<file path="src/rtl/main_ctrl_pkg.sv">
// main_ctrl_pkg -- shared encodings for the multicycle MIPS control path (rev 1.0)
`default_nettype none

package main_ctrl_pkg;

  typedef enum logic [3:0] {
    ST_FETCH   = 4'd0,
    ST_DECODE  = 4'd1,
    ST_MEMADR  = 4'd2,
    ST_MEMRD   = 4'd3,
    ST_MEMWB   = 4'd4,
    ST_MEMWR   = 4'd5,
    ST_RTYPEEX = 4'd6,
    ST_RTYPEWB = 4'd7,
    ST_BEQEX   = 4'd8,
    ST_ADDIEX  = 4'd9,
    ST_ADDIWB  = 4'd10,
    ST_JEX     = 4'd11,
    ST_JREX    = 4'd12
  } state_t;

  localparam logic [5:0] OP_RTYPE = 6'b000000;
  localparam logic [5:0] OP_LW    = 6'b100011;
  localparam logic [5:0] OP_SW    = 6'b101011;
  localparam logic [5:0] OP_BEQ   = 6'b000100;
  localparam logic [5:0] OP_ADDI  = 6'b001000;
  localparam logic [5:0] OP_J     = 6'b000010;
  localparam logic [5:0] FUNC_JR  = 6'b001000;

  localparam logic [1:0] ALUOP_ADD  = 2'b00;
  localparam logic [1:0] ALUOP_SUB  = 2'b01;
  localparam logic [1:0] ALUOP_FUNC = 2'b10;

  localparam logic [1:0] SRCB_B       = 2'b00;
  localparam logic [1:0] SRCB_FOUR    = 2'b01;
  localparam logic [1:0] SRCB_IMM     = 2'b10;
  localparam logic [1:0] SRCB_IMM_SH2 = 2'b11;

  localparam logic [1:0] PCSRC_ALU    = 2'b00;
  localparam logic [1:0] PCSRC_ALUOUT = 2'b01;
  localparam logic [1:0] PCSRC_JUMP   = 2'b10;
  localparam logic [1:0] PCSRC_REGA   = 2'b11;

  typedef struct packed {
    logic       pc_write;
    logic       pc_write_cond;
    logic       ior_d;
    logic       mem_read;
    logic       mem_write;
    logic       ir_write;
    logic       mem_to_reg;
    logic       reg_dst;
    logic       reg_write;
    logic       alu_src_a;
    logic [1:0] alu_src_b;
    logic [1:0] alu_op;
    logic [1:0] pc_source;
  } ctrl_t;

  localparam ctrl_t CTRL_IDLE = '0;

  // Instruction dispatch out of DECODE; unrecognised opcodes retire as no-ops.
  function automatic state_t dispatch(input logic [5:0] opcode, input logic [5:0] func);
    state_t nxt;
    case (opcode)
      OP_LW, OP_SW: nxt = ST_MEMADR;
      OP_RTYPE:     nxt = (func == FUNC_JR) ? ST_JREX : ST_RTYPEEX;
      OP_BEQ:       nxt = ST_BEQEX;
      OP_ADDI:      nxt = ST_ADDIEX;
      OP_J:         nxt = ST_JEX;
      default:      nxt = ST_FETCH;
    endcase
    return nxt;
  endfunction

endpackage

`default_nettype wire

</file>
<file path="src/rtl/main_ctrl_decode.sv">
// main_ctrl_decode -- combinational state-to-control-word decode (rev 1.0)
`default_nettype none

module main_ctrl_decode
  import main_ctrl_pkg::*;
(
  input  state_t state,
  output ctrl_t  ctrl
);

  always_comb begin
    ctrl = CTRL_IDLE;
    case (state)
      ST_FETCH: begin
        ctrl.mem_read  = 1'b1;
        ctrl.ir_write  = 1'b1;
        ctrl.alu_src_b = SRCB_FOUR;
        ctrl.pc_write  = 1'b1;
        ctrl.alu_op    = ALUOP_ADD;
        ctrl.pc_source = PCSRC_ALU;
      end
      ST_DECODE: begin
        ctrl.alu_src_b = SRCB_IMM_SH2;
        ctrl.alu_op    = ALUOP_ADD;
      end
      ST_MEMADR: begin
        ctrl.alu_src_a = 1'b1;
        ctrl.alu_src_b = SRCB_IMM;
      end
      ST_MEMRD: begin
        ctrl.mem_read = 1'b1;
        ctrl.ior_d    = 1'b1;
      end
      ST_MEMWB: begin
        ctrl.mem_to_reg = 1'b1;
        ctrl.reg_write  = 1'b1;
      end
      ST_MEMWR: begin
        ctrl.mem_write = 1'b1;
        ctrl.ior_d     = 1'b1;
      end
      ST_RTYPEEX: begin
        ctrl.alu_src_a = 1'b1;
        ctrl.alu_op    = ALUOP_FUNC;
      end
      ST_RTYPEWB: begin
        ctrl.reg_dst   = 1'b1;
        ctrl.reg_write = 1'b1;
      end
      ST_BEQEX: begin
        ctrl.alu_src_a     = 1'b1;
        ctrl.alu_op        = ALUOP_SUB;
        ctrl.pc_write_cond = 1'b1;
        ctrl.pc_source     = PCSRC_ALUOUT;
      end
      ST_ADDIEX: begin
        ctrl.alu_src_a = 1'b1;
        ctrl.alu_src_b = SRCB_IMM;
      end
      ST_ADDIWB: ctrl.reg_write = 1'b1;
      ST_JEX: begin
        ctrl.pc_write  = 1'b1;
        ctrl.pc_source = PCSRC_JUMP;
      end
      ST_JREX: begin
        ctrl.pc_write  = 1'b1;
        ctrl.pc_source = PCSRC_REGA;
      end
      default: ctrl = CTRL_IDLE;
    endcase
  end

endmodule

`default_nettype wire

</file>
<file path="src/rtl/main_ctrl.sv">
// main_ctrl -- multicycle MIPS main control FSM: state register, next-state logic, decode (rev 1.0)
`default_nettype none

module main_ctrl
  import main_ctrl_pkg::*;
(
  input  logic       clk,
  input  logic       rst,
  input  logic [5:0] opcode,
  input  logic [5:0] func,
  output logic       pcWrite,
  output logic       pcWriteCond,
  output logic       iorD,
  output logic       memRead,
  output logic       memWrite,
  output logic       irWrite,
  output logic       memToReg,
  output logic       regDst,
  output logic       regWrite,
  output logic       aluSrcA,
  output logic [1:0] aluSrcB,
  output logic [1:0] aluOP,
  output logic [1:0] pcSource,
  output logic [3:0] state
);

  state_t cur_state;
  state_t nxt_state;
  ctrl_t  dec_ctrl;
  ctrl_t  ctrl;

  always_ff @(posedge clk or posedge rst) begin
    if (rst) cur_state <= ST_FETCH;
    else     cur_state <= nxt_state;
  end

  // opcode/func are only looked at in DECODE and MEMADR so the IR may change freely elsewhere.
  always_comb begin
    nxt_state = ST_FETCH;
    case (cur_state)
      ST_FETCH:   nxt_state = ST_DECODE;
      ST_DECODE:  nxt_state = dispatch(opcode, func);
      ST_MEMADR:  nxt_state = (opcode == OP_LW) ? ST_MEMRD : ST_MEMWR;
      ST_MEMRD:   nxt_state = ST_MEMWB;
      ST_RTYPEEX: nxt_state = ST_RTYPEWB;
      ST_ADDIEX:  nxt_state = ST_ADDIWB;
      default:    nxt_state = ST_FETCH;
    endcase
  end

  main_ctrl_decode u_decode (
    .state (cur_state),
    .ctrl  (dec_ctrl)
  );

  // Reset holds the FSM in FETCH, whose strobes must not reach the datapath until rst falls.
  assign ctrl = rst ? CTRL_IDLE : dec_ctrl;

  assign pcWrite     = ctrl.pc_write;
  assign pcWriteCond = ctrl.pc_write_cond;
  assign iorD        = ctrl.ior_d;
  assign memRead     = ctrl.mem_read;
  assign memWrite    = ctrl.mem_write;
  assign irWrite     = ctrl.ir_write;
  assign memToReg    = ctrl.mem_to_reg;
  assign regDst      = ctrl.reg_dst;
  assign regWrite    = ctrl.reg_write;
  assign aluSrcA     = ctrl.alu_src_a;
  assign aluSrcB     = ctrl.alu_src_b;
  assign aluOP       = ctrl.alu_op;
  assign pcSource    = ctrl.pc_source;
  assign state       = cur_state;

endmodule

`default_nettype wire
</file>
<file path="config.mk">
export PLATFORM = sky130hd
export DESIGN_NAME = main_ctrl
export DESIGN_NICKNAME = d
export VERILOG_FILES = /design/src/rtl/main_ctrl_pkg.sv /design/src/rtl/main_ctrl_decode.sv /design/src/rtl/main_ctrl.sv
export SDC_FILE = /design/constraint.sdc
export NUM_CORES = 1
export LEC_CHECK = 0
export ABC_AREA = 1
export CAP_MARGIN = 10
export CORE_MARGIN = 10
export CORE_UTILIZATION = 42
export CTS_CLUSTER_DIAMETER = 60
export CTS_CLUSTER_SIZE = 25
export DETAILED_ROUTE_END_ITERATION = 10
export GPL_ROUTABILITY_DRIVEN = 0
export GPL_TIMING_DRIVEN = 0
export PLACE_DENSITY = 0.87
export SETUP_SLACK_MARGIN = 0.5
export SYNTH_ARGS = -nofsm -noshare
export SYNTH_HDL_FRONTEND = slang
export SYNTH_HIERARCHICAL = 1
export SYNTH_SLANG_ARGS = --single-unit
</file>
<file path="constraint.sdc">
create_clock -name clk -period 2.3 [get_ports clk]
set_input_delay 0.69 -clock clk [delete_from_list [all_inputs] [get_ports clk]]
set_output_delay 0.69 -clock clk [all_outputs]
set_load 0.05 [all_outputs]
</file>
-- Yosys cells after proc, flatten, opt, wreduce, memory -nomap -nowiden
Cells that the tools add are included.
- word-level logic and storage cells: 46
- output and inout port bits: 20
- input bits: 14
- flip-flop bits (word level): 4
- mux-type cells: 18
- eq/ne operators: 18
- reductions and logical operators: 9
- operators by type and width (cell ; count):
    one-hot mux 4 bit (6 select lines) ; 1
    == test 4 bit, second input constant ; 5
    one-hot mux 4 bit (5 select lines) ; 1
    == test 4 x 3 -> 1 bit, second input constant ; 4
    2-to-1 mux 16 bit ; 1
    == test 6 x 4 -> 1 bit, second input constant ; 2
    == test 6 bit, second input constant ; 2
    one-hot mux 2 bit (3 select lines) ; 2
    2-to-1 mux 1 bit ; 10
    == test 4 x 2 -> 1 bit, second input constant ; 2
    OR reduction 2 bit ; 4
    == test 6 x 2 -> 1 bit, second input constant ; 1
    == test 6 x 3 -> 1 bit, second input constant ; 1
    logical NOT 6 bit ; 1
    OR reduction 3 bit ; 2
    == test 4 x 1 -> 1 bit, second input constant ; 1
    logical NOT 4 bit ; 1
    2-to-1 mux 4 bit ; 1
    one-hot mux 2 bit (2 select lines) ; 1
    OR reduction 4 bit ; 1
    2-to-1 mux 3 bit ; 1

-- Depth between registers and ports, before layout
Gate-level depths: netlist (run 1).
- depth after elaboration: 4
- mapped depth: 7
- mapped depth without buffers: 7

-- Modules after synthesis
The synthesis (run 1) kept the hierarchy.
- by module, submodules not included (module ; times used ; seq. area each (µm²) ; area each (µm²) ; cells each):
    main_ctrl ; 1 ; 100.1 ; 475.5 ; 91
    main_ctrl_decode ; 1 ; 0.0 ; 178.9 ; 42

-- Least setup slack after synthesis (run 1)
No wires, ideal clock.
- kind: register to output
- from: register cur_state[1] (netlist: state[1])
- to: output pcWriteCond
- path slack: -0.257 ns
- buffers on the path: 1
- cell stages (with the launch flop): 7
- required time: 1.610 ns
- arrival time: 1.867 ns
- cell sequence: dfrtp_1 -> nor2_1 -> inv_1 -> nor2_1 -> buf_4 -> inv_1 -> nor2_1
- RTL lines (what ; line ; source):
    from (decl) ; main_ctrl.sv:27 ; state_t cur_state;
    from (signal assigned) ; main_ctrl.sv:34 ; else cur_state <= nxt_state;
    to (decl) ; main_ctrl.sv:12 ; output logic pcWriteCond,

==> results of run 1 <==
worst reg2reg max path, delay by kind of cell (launching register included):
kind	cells	cell delay [ns]
AO/OA/AOI/OAI	1	0.24
buffers and inverters	2	0.34
flip-flops	1	0.51
AND/OR/NAND/NOR	2	0.27
path summary, 6_finish.rpt:
check,from,endpoint,slack (ns),depth (start not counted)
setup / recovery,state[2],regWrite,0.14,7
hold / removal,rst,state[0],0.54,3
setup reg to reg,state[1],state[2],0.83,5
hold reg to reg,state[2],state[3],0.78,2
max in group asynchronous,rst,state[1],1.59,3
min in group clk,state[2],state[3],0.78,2
power breakdown:
group | total (mW) | switching, mW | internal (mW)
sequential | 0.134 | 0.0422 | 0.0915
combinational | 0.752 | 0.479 | 0.273
clock | 0.0902 | 0.0317 | 0.0586
total | 0.976 | 0.553 | 0.424
placed cells by master, fill, tap and decap left out, types with 2 or more instances in the layout:
cell	instances
nor2_4	20
clkdlybuf4s50_1	12
nor2_1	18
nand2_1	25
nor2_2	5
dfrtp_4	2
buf_12	2
dfrtp_2	2
nand3_1	11
inv_1	30
buf_4	4
clkbuf_4	4
buf_8	7
inv_2	4
buf_6	15
buf_2	2
cell type report:
class	count	share of cell area
repair buffers	40	0.3230
inverters	35	0.1005
plain buffers	3	0.03850
well taps	16	0.01502
multi-input cells	91	0.4235
flip-flops and latches	4	0.08263
clock buffers	3	0.01690
metal layers:
layer	track usage	vias up
li1	-	475
met1	0.1663	471
met2	0.2630	63
met3	0.03433	8
met4	0.04918	0
met5	0	-
kinds of logic (layout without fill, tap and decap cells):
| group | after synthesis | count (layout) | synth area share |
|---|---|---|---|
| and+or+nand+nor | 85 | 85 | 0.5564 |
| buffers and inverters | 38 | 81 | 0.2275 |
| AOI/OAI and AO/OA | 6 | 6 | 0.06310 |
| DFF | 4 | 4 | 0.1530 |
stage by stage:
step,util,hold slack [ns]
2_1_floorplan,-,0.7627
5_1_grt,0.8950,0.5420
3_5_place_dp,0.7824,0.6732
3_3_place_gp,0.7824,0.6637
6_report,0.8950,0.5406
4_1_cts,0.8563,0.5418
repair_timing:
action / CTS / global route
pin swaps: 4 / 8
gates resized for setup: 144 / 17
buffers inserted: 6 / 2
hold endpoints to repair: 0 / 0
setup endpoints to repair: 20 / 20
==> flow_metrics.tcl, run 1 <==
set metrics [dict create \
    fin_tns_setup_ns 0 \
    vias 1017 \
    diodes 0 \
    ant_nets 0 \
    p_leak_nw 0.6492 \
    crit_arrival_ns 1.47 \
    grtUsageTotal 0.1481 \
    status "finished clean" \
    netlist_instances 133 \
    synth-main-ff-cell "dfrtp_1" \
    root_buffer "clkbuf_4" \
    cp-start-kind "flip-flop" \
    die_h_um 59.47 \
    endpoint_kind "output pin" \
    regArea_um2 110.1 \
    dieArea_mm2 0.003537 \
    fin_ws_ns 0.1381 \
    drive_gt1_frac 0.4148 \
    overflow 0 \
    numCtsBuffers 3 \
    clkTransAtPathRegs_ns 0.04 \
    multiInputGateArea_um2 564.3 \
    via_per_inst 5.297 \
    dr_wl_met2_mm 1.491 \
    period_needed_ns 2.162 \
    wirelength_mm 2.779 \
    cts_tree "done" \
    die_w_um 59.47 \
    first_pass_iters 4 \
    grt_start_max_net_pins 11 \
    clockBufferDepth 2 \
    design.core.area_mm2 0.001489 \
    dpl.hpwl_mm 1.761 \
    rows 14 \
    cp_cell_sequence "inv_2 -> buf_4 -> nand4_1 -> nand2_1 -> inv_1 -> nor2_4 -> buf_6" \
    netlist_top_cells_count "nor2_1, inv_1, nand2_1" \
    slew_viol_final 0 \
    timing.fmax_mhz 462.6 \
    slew_headroom 0.8338 \
    synth_area_um2 654.4 \
    antenna_found_initial 0 \
    io_buffers 32 \
    fin_nets 192 \
    synth_top_area_cell "nor2_1" \
    min_path_type "in -> async" \
    crit_type "reg -> out" \
    postCtsHoldBufs 0 \
    finalClockSkew_ns 0.002756 \
    syn_nets 147 \
    design_area_mm2 0.001333 \
    synth_cell_types 21 \
    yosys-top-cells-area "nor2_1, inv_1, dfrtp_1" \
    largest_register_ff_count 4 \
    route.layer.met1.wl_um 994 \
    crit_family "flip-flops" \
    synth.yosys.seq_area_share 0.1530 \
    synth_most_common_cell "nor2_1" \
    slowest_stage "dfrtp_2" \
    drv_cap 0 \
    final_cell_count_no_fill 192 \
    grt_pass1_vias 901 \
    place_area_mm2 0.001165 \
    worst-path-max-fanout 8 \
    fin_crit_sh 0.9399 \
    drc 0 \
    area_growth_pct 103.6 \
    max_stage_delay_ns 0.48 \
    synth_edf_count 0 \
    pre_cts_ws_ns -0.2869 \
    start_util 0.4395 \
    rsz0062_at_grt "yes" \
    dp_cells 181 \
    ios 34 \
    numClockSinks 4 \
    grt_pass1_wl_mm 4.181 \
    highest_layer "met4" \
    synth_warnings 6 \
    insertion_delay_ns 0.24 \
    nFillCells 82 \
    worst_ep_required_time_ns 1.61 \
    synth_top_area_share 0.2237 \
    p_per_area_mw_per_mm2 732.5 \
    tightest_slew_ns 0.2510 \
    vdd_drop_max_mv 0.4498 \
    power.total_uw 976.1 \
    setup_violations 0 \
    worst-path-buf-inv 4 \
    dr_wl_met3_um 258 \
    ys_async_sr_fraction 1.000 \
    synth-seq-cells 4 \
    wl_per_cell_um 14.47 \
    timing_hold_violations_final 0 \
    drtIter0Drc 49 \
    h-tree-depth 1 \
    syn_area_per_cell_um2 4.920 \
]
No activity file was read; power rests on OpenSTA's default activity.
==> run 2: changes to the inputs <==
--- a/config.mk
+++ b/config.mk
@@ -6,7 +6,6 @@
 export NUM_CORES = 1
 export LEC_CHECK = 0
 export ABC_AREA = 1
-export CAP_MARGIN = 10
 export CORE_MARGIN = 10
 export CORE_UTILIZATION = 42
 export CTS_CLUSTER_DIAMETER = 60
==> results of run 2 <==
The final DEF is identical to that of run 1; final timing and power are the same.
==> run 3: changes to the inputs <==
--- a/config.mk
+++ b/config.mk
@@ -15,6 +15,7 @@
 export GPL_TIMING_DRIVEN = 0
 export PLACE_DENSITY = 0.87
 export SETUP_SLACK_MARGIN = 0.5
+export SLEW_MARGIN = 10
 export SYNTH_ARGS = -nofsm -noshare
 export SYNTH_HDL_FRONTEND = slang
 export SYNTH_HIERARCHICAL = 1
==> results of run 3 <==
The final DEF is identical to that of run 1; final timing and power are the same.
